==> config.mk <==
export PLATFORM = sky130hd
export DESIGN_NAME = cnn_win_sched
export DESIGN_NICKNAME = d
export VERILOG_FILES = /design/src/rtl/cnn_win_sched.sv
export SDC_FILE = /design/constraint.sdc
export NUM_CORES = 1
export LEC_CHECK = 0
export CORE_MARGIN = 1.5
export CORE_UTILIZATION = 52
export DETAILED_ROUTE_END_ITERATION = 16
export PLACE_DENSITY_LB_ADDON = 0.12
export SKIP_CTS_REPAIR_TIMING = 1
export SLEW_MARGIN = 20
export SYNTH_ARGS = -nofsm -noshare
export SYNTH_HDL_FRONTEND = slang
export SYNTH_SLANG_ARGS = --single-unit
==> constraint.sdc <==
create_clock -name clk -period 8.8 [get_ports clk]
set_input_delay 1.76 -clock clk [delete_from_list [all_inputs] [get_ports clk]]
set_output_delay 1.76 -clock clk [all_outputs]
set_load 0.02 [all_outputs]
==> src/rtl/cnn_win_sched.sv <==
// 3x3 sliding-window read scheduler: walks window origins over the input RAM
// and issues nine row-major tap addresses per window, gated on RAM fill and core idle.
module cnn_win_sched #(
    parameter int IMG_W = 28,
    parameter int IMG_H = 28,
    parameter int AW    = 10
) (
    input  logic          clk,
    input  logic          rst,
    input  logic          frame_clr,
    input  logic [AW-1:0] wr_ptr,
    input  logic          core_bsy,
    output logic          rd_en,
    output logic [AW-1:0] rd_addr,
    output logic [3:0]    tap_idx,
    output logic          win_strt,
    output logic          win_last,
    output logic          frame_done
);

    localparam logic [AW-1:0] ONE      = AW'(1);
    localparam logic [AW-1:0] TWO      = AW'(2);
    localparam logic [AW-1:0] THREE    = AW'(3);
    localparam logic [AW-1:0] ROW1     = AW'(IMG_W);
    localparam logic [AW-1:0] ROW2     = AW'(2 * IMG_W);
    localparam logic [AW-1:0] LAST_OFF = AW'(2 * IMG_W + 2);
    localparam logic [AW-1:0] COL_MAX  = AW'(IMG_W - 3);
    localparam logic [AW-1:0] ROW_MAX  = AW'(IMG_H - 3);

    typedef enum logic [1:0] {
        S_WAIT,
        S_TAP,
        S_ADV,
        S_DONE
    } state_e;

    state_e        state_q, state_d;
    logic [3:0]    tap_q, tap_d;
    logic [AW-1:0] base_q, base_d;
    logic [AW-1:0] col_q, col_d;
    logic [AW-1:0] row_q, row_d;

    logic [AW-1:0] last_cur;
    logic [AW-1:0] adv_base;
    logic [AW-1:0] last_nxt;
    logic          ready_cur;
    logic          ready_nxt;
    logic          col_wrap;
    logic          frame_end;
    logic [AW-1:0] tap_off;

    assign col_wrap  = (col_q >= COL_MAX);
    assign frame_end = col_wrap && (row_q >= ROW_MAX);
    assign adv_base  = col_wrap ? (base_q + THREE) : (base_q + ONE);
    assign last_cur  = base_q + LAST_OFF;
    assign last_nxt  = adv_base + LAST_OFF;
    assign ready_cur = (last_cur < wr_ptr);
    assign ready_nxt = (last_nxt < wr_ptr);

    always_ff @(posedge clk or posedge rst) begin
        if (rst) begin
            state_q <= S_WAIT;
            tap_q   <= '0;
            base_q  <= '0;
            col_q   <= '0;
            row_q   <= '0;
        end else begin
            state_q <= state_d;
            tap_q   <= tap_d;
            base_q  <= base_d;
            col_q   <= col_d;
            row_q   <= row_d;
        end
    end

    // ADV also performs the idle/ready check on the advanced window so that
    // back-to-back windows keep a 10-cycle cadence (9 taps + 1 advance).
    always_comb begin
        state_d = state_q;
        tap_d   = tap_q;
        base_d  = base_q;
        col_d   = col_q;
        row_d   = row_q;
        if (frame_clr) begin
            state_d = S_WAIT;
            tap_d   = '0;
            base_d  = '0;
            col_d   = '0;
            row_d   = '0;
        end else begin
            case (state_q)
                S_WAIT: begin
                    if (ready_cur && !core_bsy) begin
                        state_d = S_TAP;
                        tap_d   = '0;
                    end
                end
                S_TAP: begin
                    if (tap_q == 4'd8) begin
                        state_d = S_ADV;
                        tap_d   = '0;
                    end else begin
                        tap_d = tap_q + 4'd1;
                    end
                end
                S_ADV: begin
                    tap_d = '0;
                    if (frame_end) begin
                        state_d = S_DONE;
                    end else begin
                        base_d = adv_base;
                        if (col_wrap) begin
                            col_d = '0;
                            row_d = row_q + ONE;
                        end else begin
                            col_d = col_q + ONE;
                        end
                        state_d = (ready_nxt && !core_bsy) ? S_TAP : S_WAIT;
                    end
                end
                S_DONE: begin
                    state_d = S_DONE;
                end
                default: begin
                    state_d = S_WAIT;
                end
            endcase
        end
    end

    always_comb begin
        tap_off = '0;
        case (tap_q)
            4'd0:    tap_off = '0;
            4'd1:    tap_off = ONE;
            4'd2:    tap_off = TWO;
            4'd3:    tap_off = ROW1;
            4'd4:    tap_off = ROW1 + ONE;
            4'd5:    tap_off = ROW1 + TWO;
            4'd6:    tap_off = ROW2;
            4'd7:    tap_off = ROW2 + ONE;
            4'd8:    tap_off = ROW2 + TWO;
            default: tap_off = '0;
        endcase
    end

    always_comb begin
        rd_en      = 1'b0;
        rd_addr    = '0;
        tap_idx    = '0;
        win_strt   = 1'b0;
        win_last   = 1'b0;
        frame_done = (state_q == S_DONE);
        if (state_q == S_TAP) begin
            rd_en    = 1'b1;
            rd_addr  = base_q + tap_off;
            tap_idx  = tap_q;
            win_strt = (tap_q == 4'd0);
            win_last = (tap_q == 4'd8);
        end
    end

endmodule

==> impl_metrics.env, run 1 <==
export IMPL_maxCapViolCount=0
export IMPL_finalNetCount=478
export IMPL_yosys_warnings=0
export IMPL_cts_root_buf="clkbuf_8"
export IMPL_tightestPinTransition_ns=0.648
export IMPL_fmax_mhz=183
export IMPL_clockBufferDepth=2
export IMPL_worst_path_buf_inv=3
export IMPL_critical_path_top_delay_family="adder cells"
export IMPL_cp_arrival_ns=3.71
export IMPL_status="complete, no violations"
export IMPL_ant_nets=0
export IMPL_clock_sinks=36
export IMPL_cp_max_fo=7
export IMPL_synth_seq_area_share=0.275
export IMPL_drc=0
export IMPL_reg2reg_depth=17
export IMPL_wire_per_inst_um=13.7
export IMPL_fin_tns_setup_ns=0
export IMPL_grt_pass1_vias=2525
export IMPL_timing_rr_end="state_q[0]$_DFFE_PP0P_"
export IMPL_worstSetupStartpointType="register"
export IMPL_path_clk_slew_ns=0.07
export IMPL_grt_max_degree=37
export IMPL_ys_seq_elements=36
export IMPL_hold_path_class="register to register"
export IMPL_rows=28
export IMPL_dieArea_mm2=0.00678
export IMPL_hold_violations=0
export IMPL_fillCellCount=552
export IMPL_setup_viol=0
export IMPL_max_stage_delay_ns=0.63
export IMPL_port_buffers=31
export IMPL_peakVddDrop_uv=68.5
export IMPL_die_y_um=82.4
export IMPL_slew_headroom=0.568
export IMPL_synth_edf_count=0
export IMPL_netlist_area_mm2=0.00327
export IMPL_pre_cts_slack_ns=3.62
export IMPL_worst_path_max_delay_cell="clkdlybuf4s50_1"
export IMPL_die_x_um=82.4
export IMPL_critPathLaunch="tap_q[0]$_DFFE_PP0P_"
export IMPL_drive_gt1_frac=0.0518
export IMPL_fin_crit_ns=5.47
export IMPL_r2r_slack_ns=4.56
export IMPL_overflow=0
export IMPL_wirelength_mm=6.83
export IMPL_ios=32
export IMPL_holdPathStages=1
export IMPL_core_mm2=0.00599
export IMPL_leakage_nw=1.63
export IMPL_drv_slew=0
export IMPL_finClkSkew_ns=0.00601
export IMPL_place_congestion=0.898
export IMPL_avgSynthCellArea_um2=8.13
export IMPL_synthCells=403
export IMPL_crit_chain="inv_1 -> ha_1 -> nor2_1 -> a21oi_1 -> nor2_1 -> ha_1 -> inv_1 -> fa_1 -> nor2b_1 -> o21ai_0 -> a21boi_0 -> o21a_1 -> nor3_1 -> nor3_1 -> clkdlybuf4s50_1"
export IMPL_drtIter0Drc=114
export IMPL_postSynth_asyncResetShare=1.00
export IMPL_powerDensity_mw_per_mm2=87.6
export IMPL_holdWs_ns=0.504
export IMPL_areaGrowthSynthToFinish_pct=13.1
export IMPL_yosysUniqueCellTypes=54
export IMPL_cp_end_kind="output port"
export IMPL_numCtsBuffers=5
export IMPL_r2r_start="col_q[0]$_DFFE_PP0P_"
export IMPL_cts_htree_levels=2
export IMPL_synth_fp_nets=457
export IMPL_cts_tree="yes"
export IMPL_worst_slack_ns=3.33
export IMPL_min_delay_start="row_q[6]$_DFFE_PP0P_"
export IMPL_critPathKind="register to output port"
export IMPL_cp_required_ns=7.04
export IMPL_ys_flop_type="dfrtp_1"
export IMPL_grt_antenna_before_repair=0
export IMPL_via_per_inst=5.51
export IMPL_grt_pass1_wl_mm=11.8
export IMPL_post_route_period_util=0.621
export IMPL_rsz0062_at_grt="false"
export IMPL_drtPass1Iterations=5
export IMPL_clk_latency_ns=0.29
export IMPL_whs_endpoint="row_q[6]$_DFFE_PP0P_"
export IMPL_initial_utilization=0.547
export IMPL_detailroute_via_count=2753
export IMPL_hpwl_mm=5.21
export IMPL_grt_use_total=0.226
export IMPL_num_antenna_cells=0
==> stage by stage <==
step,power (mW),util,std cells,cell area (um2)
floorplan,0.193,-,403,3270
global placement,0.208,0.603,492,3610
detailed placement,0.208,0.603,492,3610
CTS,0.328,0.618,500,3700
global route,0.341,0.618,500,3700
finish,0.324,0.618,500,3700
==> worst reg2reg max path, cell delays in order, from the launching register on <==
cell and delay [ns]:
dfrtp_1 0.45, inv_1 0.10, ha_1 0.15, nor3b_1 0.20, o211a_1 0.32, inv_1 0.16
ha_1 0.30, a21oi_1 0.11, or2_2 0.37, nor3_1 0.49, a21oi_1 0.15, a32oi_1 0.17
nand3_1 0.13, ha_1 0.31, a21o_1 0.16, a211oi_1 0.27, a31oi_1 0.15, nor3_1 0.18
==> routing by layer <==
layer / routed length [um] / GRT usage / vias up
met1: 3550 / 0.320 / 1274
met3: 205 / 0.0418 / 11
met5: 0 / 0 / -
met4: 78 / 0.0559 / 0
met2: 2990 / 0.355 / 44
li1: - / - / 1424
==> cells in the mapped netlist, types with 6 or more instances <==
cell,instances,share of area
clkbuf_1,15,0.017
nand2_1,22,0.025
xnor2_1,17,0.045
a21oi_1,19,0.029
nor2b_1,9,0.017
nor3_1,18,0.028
ha_1,38,0.15
dfrtp_1,36,0.28
o21ai_0,23,0.035
inv_1,35,0.040
o21a_1,8,0.018
xor2_1,19,0.051
nand3_1,12,0.018
a211oi_1,6,0.014
nor2_1,57,0.065
==> cells by family after synthesis <==
kind of cell / Yosys count / synth area share
muxes: 3 / 0.00955
buffers and inverters: 55 / 0.0661
xor gates and xnor gates: 36 / 0.0963
DFF: 36 / 0.275
and+or+nand+nor: 145 / 0.211
adders and majority gates: 41 / 0.160
AOI/OAI and AO/OA: 87 / 0.182
==> sequential cells by signal (all words and copies together) (netlist names) <==
name	count
base_q	10
col_q	10
row_q	10
state_q	2
tap_q	4
==> layout make-up <==
cell class / instances / area [um2] / share of cell area
clock buffers: 6 / 82.6 / 0.0223
well taps: 75 / 93.8 / 0.0253
flip-flops and latches: 36 / 901 / 0.243
inverters: 36 / 135 / 0.0365
clock inverters: 2 / 10.0 / 0.00270
repair buffers: 33 / 325 / 0.0878
multi-input cells: 312 / 2160 / 0.582
==> power by group <==
| group | internal (mW) | total, mW | switching (mW) |
|---|---|---|---|
| logic | 0.0160 | 0.0364 | 0.0204 |
| clock network | 0.0624 | 0.120 | 0.0575 |
| registers | 0.166 | 0.168 | 0.00191 |
==> cell usage in the layout (no fill, tap or decap), types with 3 or more instances in the layout <==
master	synthesis	layout
nor2b_1	9	9
a211oi_1	6	6
and2_1	4	4
o21a_1	8	8
a21oi_1	19	19
o21ai_0	23	23
xnor2_1	17	17
a22oi_1	3	3
nand2_1	22	22
a21o_1	4	4
nand2b_1	4	4
clkbuf_8	0	6
a31oi_1	3	3
inv_1	35	35
nor3_1	18	18
nor2_1	57	57
dfrtp_1	36	36
xor2_1	19	19
nand3_1	12	12
or3_1	3	3
ha_1	38	38
a31o_2	3	3
o31ai_1	4	4
clkdlybuf4s50_1	0	31
==> worst max path at each step <==
stage,endpoint,slack (ns),cells after the start
floorplan,rd_addr[6],4.23,14
global placement,rd_addr[6],3.77,15
detailed placement,rd_addr[6],3.62,15
CTS,rd_addr[6],3.30,15
global route,rd_addr[6],3.03,15
finish,rd_addr[6],3.33,15
No activity file was read; power rests on OpenSTA's default activity.
==> inputs of run 2 (changes only) <==
==> constraint.sdc (replaced) <==
create_clock -name clk -period 5.25 [get_ports clk]
set_input_delay 1.05 -clock clk [delete_from_list [all_inputs] [get_ports clk]]
set_output_delay 1.05 -clock clk [all_outputs]
set_load 0.02 [all_outputs]
==> run 2 against run 1 <==
Against the previous run: clock skew decreased by 0.00052 ns; sequential share of layout area about the same; worst hold slack about the same; die area unchanged; register-to-register slack got worse by 3.6 ns; core utilization increased by 0.063 points; sequential power increased by 68%; final cell count decreased by 0.20%; count of clock-buffer cells in the layout increased by 1; largest cell class unchanged.
==> impl_metrics.env, run 2 (synthesis results as in run 1) <==
export IMPL_cts_root_buf="clkbuf_8"
export IMPL_drtIter0Drc=135
export IMPL_r2r_slack_ns=0.97
export IMPL_grt_max_degree=37
export IMPL_place_inst=492
export IMPL_final_cell_mix="nor2_1, ha_1, dfrtp_1"
export IMPL_ios=32
export IMPL_hold_path_class="register to register"
export IMPL_tightestPinTransition_ns=0.613
export IMPL_die_y_um=82.4
export IMPL_rsz0062_at_grt="false"
export IMPL_reg2reg_depth=17
export IMPL_cp_end_kind="output port"
export IMPL_wirelength_mm=6.92
export IMPL_worst_slack_ns=0.585
export IMPL_setup_viol=0
export IMPL_p_total_mw=0.550
export IMPL_num_antenna_cells=0
export IMPL_final_util=0.619
export IMPL_grt_use_total=0.229
export IMPL_cts_tree="yes"
export IMPL_peakVddDrop_uv=124
export IMPL_timing_rr_end="state_q[0]$_DFFE_PP0P_"
export IMPL_switchingPower_mw=0.128
export IMPL_dieArea_mm2=0.00678
export IMPL_wire_per_inst_um=13.9
export IMPL_powerDensity_mw_per_mm2=148
export IMPL_cp_arrival_ns=3.61
export IMPL_drive_gt1_frac=0.0495
export IMPL_finalNetCount=478
export IMPL_drc=0
export IMPL_core_mm2=0.00599
export IMPL_fin_crit_ns=4.66
export IMPL_port_buffers=31
export IMPL_drtPass1Iterations=4
export IMPL_via_per_inst=5.63
export IMPL_whs_endpoint="col_q[9]$_DFFE_PP0P_"
export IMPL_placed_area_mm2=0.00361
export IMPL_p_int_mw=0.422
export IMPL_overflow=0
export IMPL_pre_cts_slack_ns=0.840
export IMPL_drv_slew=0
export IMPL_r2r_start="col_q[1]$_DFFE_PP0P_"
export IMPL_finClkSkew_ns=0.00549
export IMPL_maxCapViolCount=0
export IMPL_clkPwrFrac=0.376
export IMPL_numCtsBuffers=5
export IMPL_cp_max_fo=7
export IMPL_path_clk_slew_ns=0.07
export IMPL_initial_utilization=0.547
export IMPL_min_delay_start="col_q[9]$_DFFE_PP0P_"
export IMPL_holdWs_ns=0.504
export IMPL_place_congestion=0.899
export IMPL_fin_area_mm2=0.00371
export IMPL_power_share_switching=0.232
export IMPL_layout_cells_non_filler=499
export IMPL_leakage_nw=1.63
export IMPL_clock_sinks=36
export IMPL_fin_tns_setup_ns=0
export IMPL_combinationalPowerShare=0.111
export IMPL_clockBufferDepth=2
export IMPL_status="complete, no violations"
export IMPL_grt_pass1_vias=2648
export IMPL_areaGrowthSynthToFinish_pct=13.3
export IMPL_power_frac_seq=0.513
export IMPL_grt_antenna_before_repair=0
export IMPL_die_x_um=82.4
export IMPL_cts_htree_levels=2
export IMPL_critPathKind="register to output port"
export IMPL_hpwl_mm=5.30
export IMPL_holdPathStages=1
export IMPL_clk_latency_ns=0.28
export IMPL_rows=28
export IMPL_hold_violations=0
export IMPL_detailroute_via_count=2808
export IMPL_cp_required_ns=4.20
export IMPL_reg_top3="base_q: 10 flops, col_q: 10 flops, row_q: 10 flops"
export IMPL_fmax_mhz=214
export IMPL_post_route_period_util=0.889
export IMPL_worstSetupStartpointType="register"
export IMPL_slew_headroom=0.591
export IMPL_grt_pass1_wl_mm=12.1
export IMPL_final_common_cell="nor2_1"
export IMPL_ant_nets=0
==> run 2: final cells by class <==
| type | count | area [um2] |
|---|---|---|
| fill | 528 | 2280 |
| tap | 75 | 93.8 |
| clock buffer | 7 | 96.3 |
| multi-input combinational | 312 | 2160 |
| sequential | 36 | 901 |
| inverter | 36 | 135 |
| timing repair buffer | 33 | 325 |
==> run 2: worst max-delay path, cell delays in order (launching register included) <==
cell and delay, ns:
dfrtp_1 0.46, inv_1 0.13, ha_1 0.32, nor2_1 0.09, a21oi_1 0.05, nor2_1 0.10, ha_1 0.17, inv_1 0.05
fa_1 0.37, nor2b_1 0.14, o21ai_0 0.11, a21boi_0 0.34, o21a_1 0.18, nor3_1 0.05, nor3_1 0.17, clkdlybuf4s50_1 0.63
==> run 2: power by group through the flow <==
stage	Clock, mW	Sequential, mW	Combinational (mW)
floorplan	0	0.285	0.0387
global placement	0	0.287	0.0613
detailed placement	0	0.287	0.0623
CTS	0.212	0.282	0.0625
global route	0.225	0.282	0.0696
finish	0.207	0.282	0.0613
==> run 2: layer usage <==
layer / track usage / wire length, um / share of wire
met1: 0.325 / 3490 / 0.50
met2: 0.364 / 3100 / 0.45
met3: 0.0385 / 249 / 0.036
met4: 0.0492 / 72 / 0.010
met5: 0 / 0 / 0
==> run 2: how the worst max path moves through the flow <==
stage,end,from
2_1_floorplan,rd_addr[6],tap_q[0]$_DFFE_PP0P_
3_3_place_gp,rd_addr[6],tap_q[0]$_DFFE_PP0P_
3_5_place_dp,rd_addr[6],tap_q[0]$_DFFE_PP0P_
4_1_cts,rd_addr[6],tap_q[0]$_DFFE_PP0P_
5_1_grt,rd_addr[6],tap_q[1]$_DFFE_PP0P_
6_report,rd_addr[6],tap_q[0]$_DFFE_PP0P_
==> inputs of run 3 (changes only) <==
--- a/config.mk
+++ b/config.mk
@@ -8,6 +8,7 @@
 export CORE_MARGIN = 1.5
 export CORE_UTILIZATION = 52
 export DETAILED_ROUTE_END_ITERATION = 16
+export MAX_ROUTING_LAYER = met4
 export PLACE_DENSITY_LB_ADDON = 0.12
 export SKIP_CTS_REPAIR_TIMING = 1
 export SLEW_MARGIN = 20
==> run 3 against run 2 <==
Against the previous run: count of clock-buffer cells in the layout unchanged; combinational power about the same; register-to-register slack about the same; die area unchanged; global-route usage increased by 0.66 points; worst hold slack about the same; clock power about the same; setup slack got worse by 0.0011 ns; critical path type unchanged; critical endpoint unchanged; largest cell class unchanged.
==> impl_metrics.env, run 3 (synthesis results as in run 1) <==
export IMPL_final_common_cell="nor2_1"
export IMPL_fin_crit_ns=4.67
export IMPL_leakage_nw=1.63
export IMPL_cp_max_fo=7
export IMPL_grt_pass1_wl_mm=12.1
export IMPL_reg_top3="base_q: 10 flops, col_q: 10 flops, row_q: 10 flops"
export IMPL_critPathLaunch="tap_q[0]$_DFFE_PP0P_"
export IMPL_max_stage_delay_ns=0.63
export IMPL_final_util=0.619
export IMPL_post_route_period_util=0.889
export IMPL_worstSetupStartpointType="register"
export IMPL_tightestPinTransition_ns=0.615
export IMPL_wirelength_mm=6.92
export IMPL_grt_antenna_before_repair=0
export IMPL_min_delay_start="col_q[9]$_DFFE_PP0P_"
export IMPL_drtPass1Iterations=4
export IMPL_maxCapViolCount=0
export IMPL_drv_slew=0
export IMPL_status="complete, no violations"
export IMPL_fmax_mhz=214
export IMPL_overflow=0
export IMPL_powerDensity_mw_per_mm2=148
export IMPL_fillCellCount=528
export IMPL_cts_root_buf="clkbuf_8"
export IMPL_cts_htree_levels=2
export IMPL_whs_endpoint="col_q[9]$_DFFE_PP0P_"
export IMPL_reg2reg_depth=17
export IMPL_via_per_inst=5.63
export IMPL_worst_path_buf_inv=3
export IMPL_drc=0
export IMPL_initial_utilization=0.547
export IMPL_setup_viol=0
export IMPL_port_buffers=31
export IMPL_numCtsBuffers=5
export IMPL_holdPathStages=1
export IMPL_wire_per_inst_um=13.9
export IMPL_critPathKind="register to output port"
export IMPL_hold_path_class="register to register"
export IMPL_r2r_slack_ns=0.96
export IMPL_final_cell_mix="nor2_1, ha_1, dfrtp_1"
export IMPL_rows=28
export IMPL_cp_arrival_ns=3.62
export IMPL_hpwl_mm=5.30
export IMPL_worst_path_max_delay_cell="clkdlybuf4s50_1"
export IMPL_finalNetCount=478
export IMPL_cp_required_ns=4.20
export IMPL_drtIter0Drc=125
export IMPL_cts_tree="yes"
export IMPL_path_clk_slew_ns=0.07
export IMPL_critical_path_top_delay_family="adder cells"
export IMPL_core_mm2=0.00599
export IMPL_slew_headroom=0.590
export IMPL_num_antenna_cells=0
export IMPL_place_congestion=0.914
export IMPL_detailroute_via_count=2809
export IMPL_drive_gt1_frac=0.0495
export IMPL_areaGrowthSynthToFinish_pct=13.3
export IMPL_fin_tns_setup_ns=0
export IMPL_cp_end_kind="output port"
export IMPL_ios=32
export IMPL_grt_max_degree=37
export IMPL_hold_violations=0
export IMPL_crit_chain="inv_1 -> ha_1 -> nor2_1 -> a21oi_1 -> nor2_1 -> ha_1 -> inv_1 -> fa_1 -> nor2b_1 -> o21ai_0 -> a21boi_0 -> o21a_1 -> nor3_1 -> nor3_1 -> clkdlybuf4s50_1"
export IMPL_clockBufferDepth=2
export IMPL_finClkSkew_ns=0.00547
export IMPL_timing_rr_end="state_q[0]$_DFFE_PP0P_"
export IMPL_die_x_um=82.4
export IMPL_grt_use_total=0.236
export IMPL_clk_latency_ns=0.27
export IMPL_rsz0062_at_grt="false"
export IMPL_clock_sinks=36
export IMPL_holdWs_ns=0.504
export IMPL_die_y_um=82.4
export IMPL_grt_pass1_vias=2645
export IMPL_peakVddDrop_uv=124
export IMPL_r2r_start="col_q[1]$_DFFE_PP0P_"
export IMPL_p_total_mw=0.550
export IMPL_dieArea_mm2=0.00678
export IMPL_ant_nets=0
## run 3: cell counts in the layout (fill, tap and decap cells not counted)
Identical to the previous run, type by type.
## run 3: cell type report
cell class / count / area [um2] / area share
Sequential cell: 36 / 901 / 0.243
Tap cell: 75 / 93.8 / 0.0253
Clock buffer: 7 / 96.3 / 0.0260
Inverter: 36 / 135 / 0.0364
Timing Repair Buffer: 33 / 325 / 0.0877
Multi-Input combinational cell: 312 / 2160 / 0.582
## run 3: worst reg2reg max path: stages (launching register included)
cell      delay [ns]
dfrtp_1         0.44
inv_1           0.09
ha_1            0.18
nor3b_1         0.24
o211a_1         0.34
inv_1           0.16
ha_1            0.30
a21oi_1         0.10
or2_2           0.37
nor3_1          0.51
a21oi_1         0.14
a32oi_1         0.17
nand3_1         0.12
ha_1            0.30
a21o_1          0.16
a211oi_1        0.27
a31oi_1         0.16
nor3_1          0.16
## run 3: worst max path at each step
stage / cells after the start / slack, ns / end
detailed placement: 15 / 0.84 / rd_addr[6]
floorplan: 14 / 1.39 / rd_addr[6]
global route: 15 / 0.26 / rd_addr[6]
finish: 15 / 0.58 / rd_addr[6]
global placement: 15 / 0.94 / rd_addr[6]
CTS: 15 / 0.55 / rd_addr[6]
## run 3: routing by layer
metal  global-route usage  wire (um)  up-vias
li1                     -          -     1420
met1                0.325       3460     1323
met2                0.364       3110       60
met3               0.0385        290        6
met4               0.0492         56        0
met5                    -          0        -
## run 3: per-stage QoR
stage,area [um2],setup WS (ns),instances
final,3710,0.584,499
after global routing,3710,0.256,499
after CTS,3710,0.545,499
after detailed placement,3610,0.840,492
after global placement,3610,0.939,492
after floorplan,3270,1.39,403
## run 3: where the power goes
part	switching (mW)	internal, mW	total (mW)
Sequential	0.00336	0.279	0.282
Combinational	0.0346	0.0267	0.0613
Clock	0.0894	0.117	0.206
==> RTL change 1 (flow settings as in run 2) <==
Set the parameter `AW` to 9 (it was 10).
--- a/src/rtl/cnn_win_sched.sv
+++ b/src/rtl/cnn_win_sched.sv
@@ -3,7 +3,7 @@
 module cnn_win_sched #(
     parameter int IMG_W = 28,
     parameter int IMG_H = 28,
-    parameter int AW    = 10
+    parameter int AW    = 9
 ) (
     input  logic          clk,
     input  logic          rst,
Interface: changed (resized rd_addr and wr_ptr); port bits go from 32 to 30. No check against the original RTL was run, so the function may have changed too.
==> RTL change 1 against run 2 <==
  * Cell area shrank 5.5%
  * Critical path depth stayed put
  * Synthesized area fell by 6.3%
  * Setup slack worse by 0.14 ns
  * Critical path type is now flop to flop
  * Highest routed layer unchanged
  * Core utilization increased by 0.59 points
  * Total power grew 2.7%
  * Routed wire length decreased by 3.8%
  * Cell count decreased by 8.6%
  * Sequential cell count decreased by 3
  * Largest power group unchanged
==> RTL change 1: results (changes against run 2) <==
[routing]
drtPass1Iterations=4  ; unchanged
wl_per_cell_um=14.6  ; was 13.9 µm
drt-met1-wl_mm=3.25  ; was 3.49 mm
met3_wirelength_um=168  ; was 249 µm
vias_per_cell=5.72  ; was 5.63
dr_wl_met2_mm=3.21  ; was 3.10 mm
drt_iter0_markers=197  ; was 135
num_vias=2607  ; was 2808

[global_routing]
grt_max_degree=34  ; was 37
grt.total_usage=0.226  ; was 0.229
grt_pass1_vias=2444  ; was 2648
grt_pass1_wl_mm=11.5  ; was 12.1 mm

[power]
vdd_drop_max_uv=160  ; was 124 µV
netSwitchingPower_uw=129  ; was 128 µW
p_leak_uw=0.00149  ; was 0.00163 µW

[cells_and_area]
nNetsFinal=432  ; was 478
reg_top3=base_q x9, col_q x9, row_q x9  ; was base_q x10, col_q x10, row_q x10
drive_gt1_frac=0.0677  ; was 0.0495
fillers=486  ; was 528

[logic_synthesis]
syn_nets=411  ; was 457
async_flop_share=1.00  ; unchanged
yosys-top-cells-count=nor2_1, ha_1, dfrtp_1, inv_1, xnor2_1  ; was nor2_1, ha_1, dfrtp_1, inv_1, o21ai_0
synth_area_leaders=dfrtp_1, ha_1, xnor2_1  ; was dfrtp_1, ha_1, nor2_1
synth-seq-area-share=0.269  ; was 0.275
synth_cell_types=61  ; was 54
synth_area_per_cell_um2=8.47  ; was 8.13 µm²
synth_ff_type=dfrtp_1  ; unchanged

[sta]
slew_violations=0  ; unchanged
final.setup_skew_ns=0.00907  ; was 0.00549 ns
max_slew_margin=0.495  ; was 0.591

[clock_network]
cts.reportedPaths.clkPinSlew_ns=0.07  ; about the same
cts_buffer_depth=2  ; unchanged
insertion_delay_ns=0.28  ; about the same

[worst_setup_path]
timing.rr.start=col_q[0]$_DFFE_PP0P_  ; was col_q[1]$_DFFE_PP0P_
slowest_stage=a2111oi_0  ; was clkdlybuf4s50_1
path_delay_family=compound AO/OA/AOI/OAI gates  ; was adder cells
max_stage_delay_ns=0.59  ; was 0.63 ns
crit_arrival_ns=4.99  ; was 3.61 ns
crit_start=col_q[0]$_DFFE_PP0P_  ; was tap_q[0]$_DFFE_PP0P_
worst-path-max-fanout=8  ; was 7

[place]
placed_cells=448  ; was 492
dp_hpwl_mm=5.08  ; was 5.30 mm
gp_congestion=0.854  ; was 0.899
portBuffers=29  ; was 31

[outcome]
status=complete, no violations  ; unchanged

[hold_path]
hp-start=row_q[4]$_DFFE_PP0P_  ; was col_q[9]$_DFFE_PP0P_

## RTL change 1: through the flow
| stage | setup WS [ns] | hold WS (ns) | util | power (µW) | instance area (µm²) |
|---|---|---|---|---|---|
| after floorplan | 1.10 | 0.455 | - | 302 | 3070 |
| after global placement | 0.821 | 0.475 | 0.604 | 326 | 3390 |
| after detailed placement | 0.517 | 0.481 | 0.604 | 327 | 3390 |
| after CTS | 0.461 | 0.497 | 0.625 | 571 | 3500 |
| after global routing | 0.0611 | 0.522 | 0.625 | 589 | 3500 |
| final | 0.442 | 0.499 | 0.625 | 565 | 3500 |
## RTL change 1: final cells by class
type,instances,share of cell area
clock inverters,1,0.00857
well taps,72,0.0257
flip-flops and latches,33,0.236
multi-input cells,282,0.586
repair buffers,31,0.0871
clock buffers,7,0.0246
inverters,30,0.0321
## RTL change 1: power by group through the flow
stage          sequential, µW  combinational, µW  clock (µW)
2_1_floorplan             262               40.0           0
3_3_place_gp              264               62.5           0
3_5_place_dp              264               63.2           0
4_1_cts                   259               63.4         248
5_1_grt                   260               71.3         259
6_report                  259               62.3         243
## RTL change 1: final timing paths
kind                                           to  slack [ns]  cells past startpoint
setup / recovery           state_q[0]$_DFFE_PP0P_        0.44                     15
hold / removal               row_q[4]$_DFFE_PP0P_        0.50                      2
setup reg to reg           state_q[0]$_DFFE_PP0P_        0.44                     15
hold reg to reg              row_q[4]$_DFFE_PP0P_        0.50                      2
max in group asynchronous   base_q[1]$_DFFE_PP0P_        3.78                      3
min in group asynchronous    tap_q[3]$_DFFE_PP0P_        1.16                      3
## RTL change 1: kinds of logic (layout without fill, tap and decap cells)
kind of cell,after synthesis,after routing,share of synthesized area
fa+ha+maj,36,36,0.152
mux,4,4,0.0139
xor+xnor,30,30,0.0857
compound gates,85,85,0.204
flops,33,33,0.269
buf+inv,47,69,0.0608
simple gates,127,127,0.215
## RTL change 1: routing by layer
| layer | global-route usage | vias to the layer above |
|---|---|---|
| met2 | 0.394 | 37 |
| met1 | 0.303 | 1232 |
| met5 | 0 | - |
| met3 | 0.0274 | 4 |
| li1 | - | 1334 |
| met4 | 0.0362 | 0 |
## RTL change 1: worst register-to-register path, cell delays in order (launching register included)
cell	delay (ns)
dfrtp_1	0.44
ha_1	0.22
nor4_1	0.32
o21a_1	0.43
inv_1	0.18
ha_1	0.32
a21oi_1	0.46
o21ai_0	0.27
a2111oi_0	0.59
or3_1	0.19
o211ai_1	0.08
ha_1	0.32
a21o_1	0.19
a211oi_1	0.22
o211ai_1	0.15
a221oi_1	0.32
==> RTL change 2 (settings of run 2) <==
Made on the original files. Reset style: synchronous (`rst`), changed in one clocked block.
--- a/src/rtl/cnn_win_sched.sv
+++ b/src/rtl/cnn_win_sched.sv
@@ -57,7 +57,7 @@
     assign ready_cur = (last_cur < wr_ptr);
     assign ready_nxt = (last_nxt < wr_ptr);
 
-    always_ff @(posedge clk or posedge rst) begin
+    always_ff @(posedge clk) begin
         if (rst) begin
             state_q <= S_WAIT;
             tap_q   <= '0;
Formal check against the unedited RTL: differs if rst is asserted again (counterexample within 4 cycles, from zero or initial values and one cycle with rst high); with rst held inactive, the same outputs for 10 cycles.
==> RTL change 2 against run 2 <==
  * Sequential cell count increased by 5
  * Non-clock buffer count unchanged
  * Setup slack improved by 0.22 ns
  * Cell area increased by 1.6%
  * Fmax increased by 5.0%
  * Routed wire length increased by 6.6%
  * Cell count increased by 0.40%
  * Synthesized area increased by 1.2%
  * Hold slack got worse by 0.045 ns
  * Total power increased by 22%
  * Count of clock-buffer cells in the layout decreased by 2
  * Highest routed layer unchanged
==> RTL change 2: results (changes against run 2) <==
[logic_synthesis]
synth_area_per_cell_um2=8.24  ; was 8.13 µm²
async_flop_share=0  ; was 1.00
synth_fa_ha_area_frac=0.159  ; was 0.160
synth_area_leaders=dfxtp_1, ha_1, xnor2_1  ; was dfrtp_1, ha_1, nor2_1
yosys-top-cells-count=dfxtp_1, ha_1, nor2_1, a21oi_1, xnor2_1  ; was nor2_1, ha_1, dfrtp_1, inv_1, o21ai_0
synth-xor-area-share=0.0978  ; was 0.0963

[place]
dpl_cell_area_um2=3630  ; was 3610 µm²
gp_congestion=0.877  ; was 0.899
placed_cells=493  ; was 492

[routing]
vias_per_cell=5.77  ; was 5.63
drt_iter0_markers=193  ; was 135
wl_per_cell_um=14.7  ; was 13.9 µm

[global_routing]
grt_pass1_wl_mm=12.4  ; was 12.1 mm
grt.total_usage=0.215  ; was 0.229
grt_pass1_vias=2690  ; was 2648

[clock_network]
insertion_delay_ns=0.30  ; was 0.28 ns
cts.reportedPaths.clkPinSlew_ns=0.09  ; was 0.07 ns

[power]
comb-power_uw=58.0  ; was 61.3 µW
vdd_drop_max_uv=132  ; was 124 µV
p_leak_uw=0.00149  ; was 0.00163 µW
swShare=0.219  ; was 0.232
seqPwrFrac=0.466  ; was 0.513

[sta]
final.setup_skew_ns=0.0130  ; was 0.00549 ns

[cells_and_area]
nNetsFinal=480  ; was 478
ff_latch_area_um2=821  ; was 901 µm²

[worst_setup_path]
path_delay_family=compound AO/OA/AOI/OAI gates  ; was adder cells
worst-path-max-fanout=9  ; was 7
crit_arrival_ns=4.68  ; was 3.61 ns
max_stage_delay_ns=0.80  ; was 0.63 ns

[outcome]
status=complete, no violations  ; unchanged

-- RTL change 2: path summary, 6_finish.rpt --
path,from,to,cells past startpoint
setup / recovery,col_q[1]$_SDFFE_PP0P_,state_q[0]$_SDFFE_PP0P_,15
hold / removal,row_q[5]$_SDFFE_PP0P_,row_q[5]$_SDFFE_PP0P_,1
setup reg to reg,col_q[1]$_SDFFE_PP0P_,state_q[0]$_SDFFE_PP0P_,15
hold reg to reg,row_q[5]$_SDFFE_PP0P_,row_q[5]$_SDFFE_PP0P_,1
-- RTL change 2: area by class of cell --
cell class | count | share of cell area
clock buffer | 5 | 0.0183
clock inverter | 3 | 0.0173
inverter | 28 | 0.0279
multi-input combinational | 316 | 0.608
sequential | 41 | 0.218
tap | 75 | 0.0249
timing repair buffer | 33 | 0.0863
-- RTL change 2: layer usage --
layer	vias up	wire [µm]
met5	-	0
met2	57	3470
met4	0	51
li1	1474	-
met3	5	275
met1	1353	3570
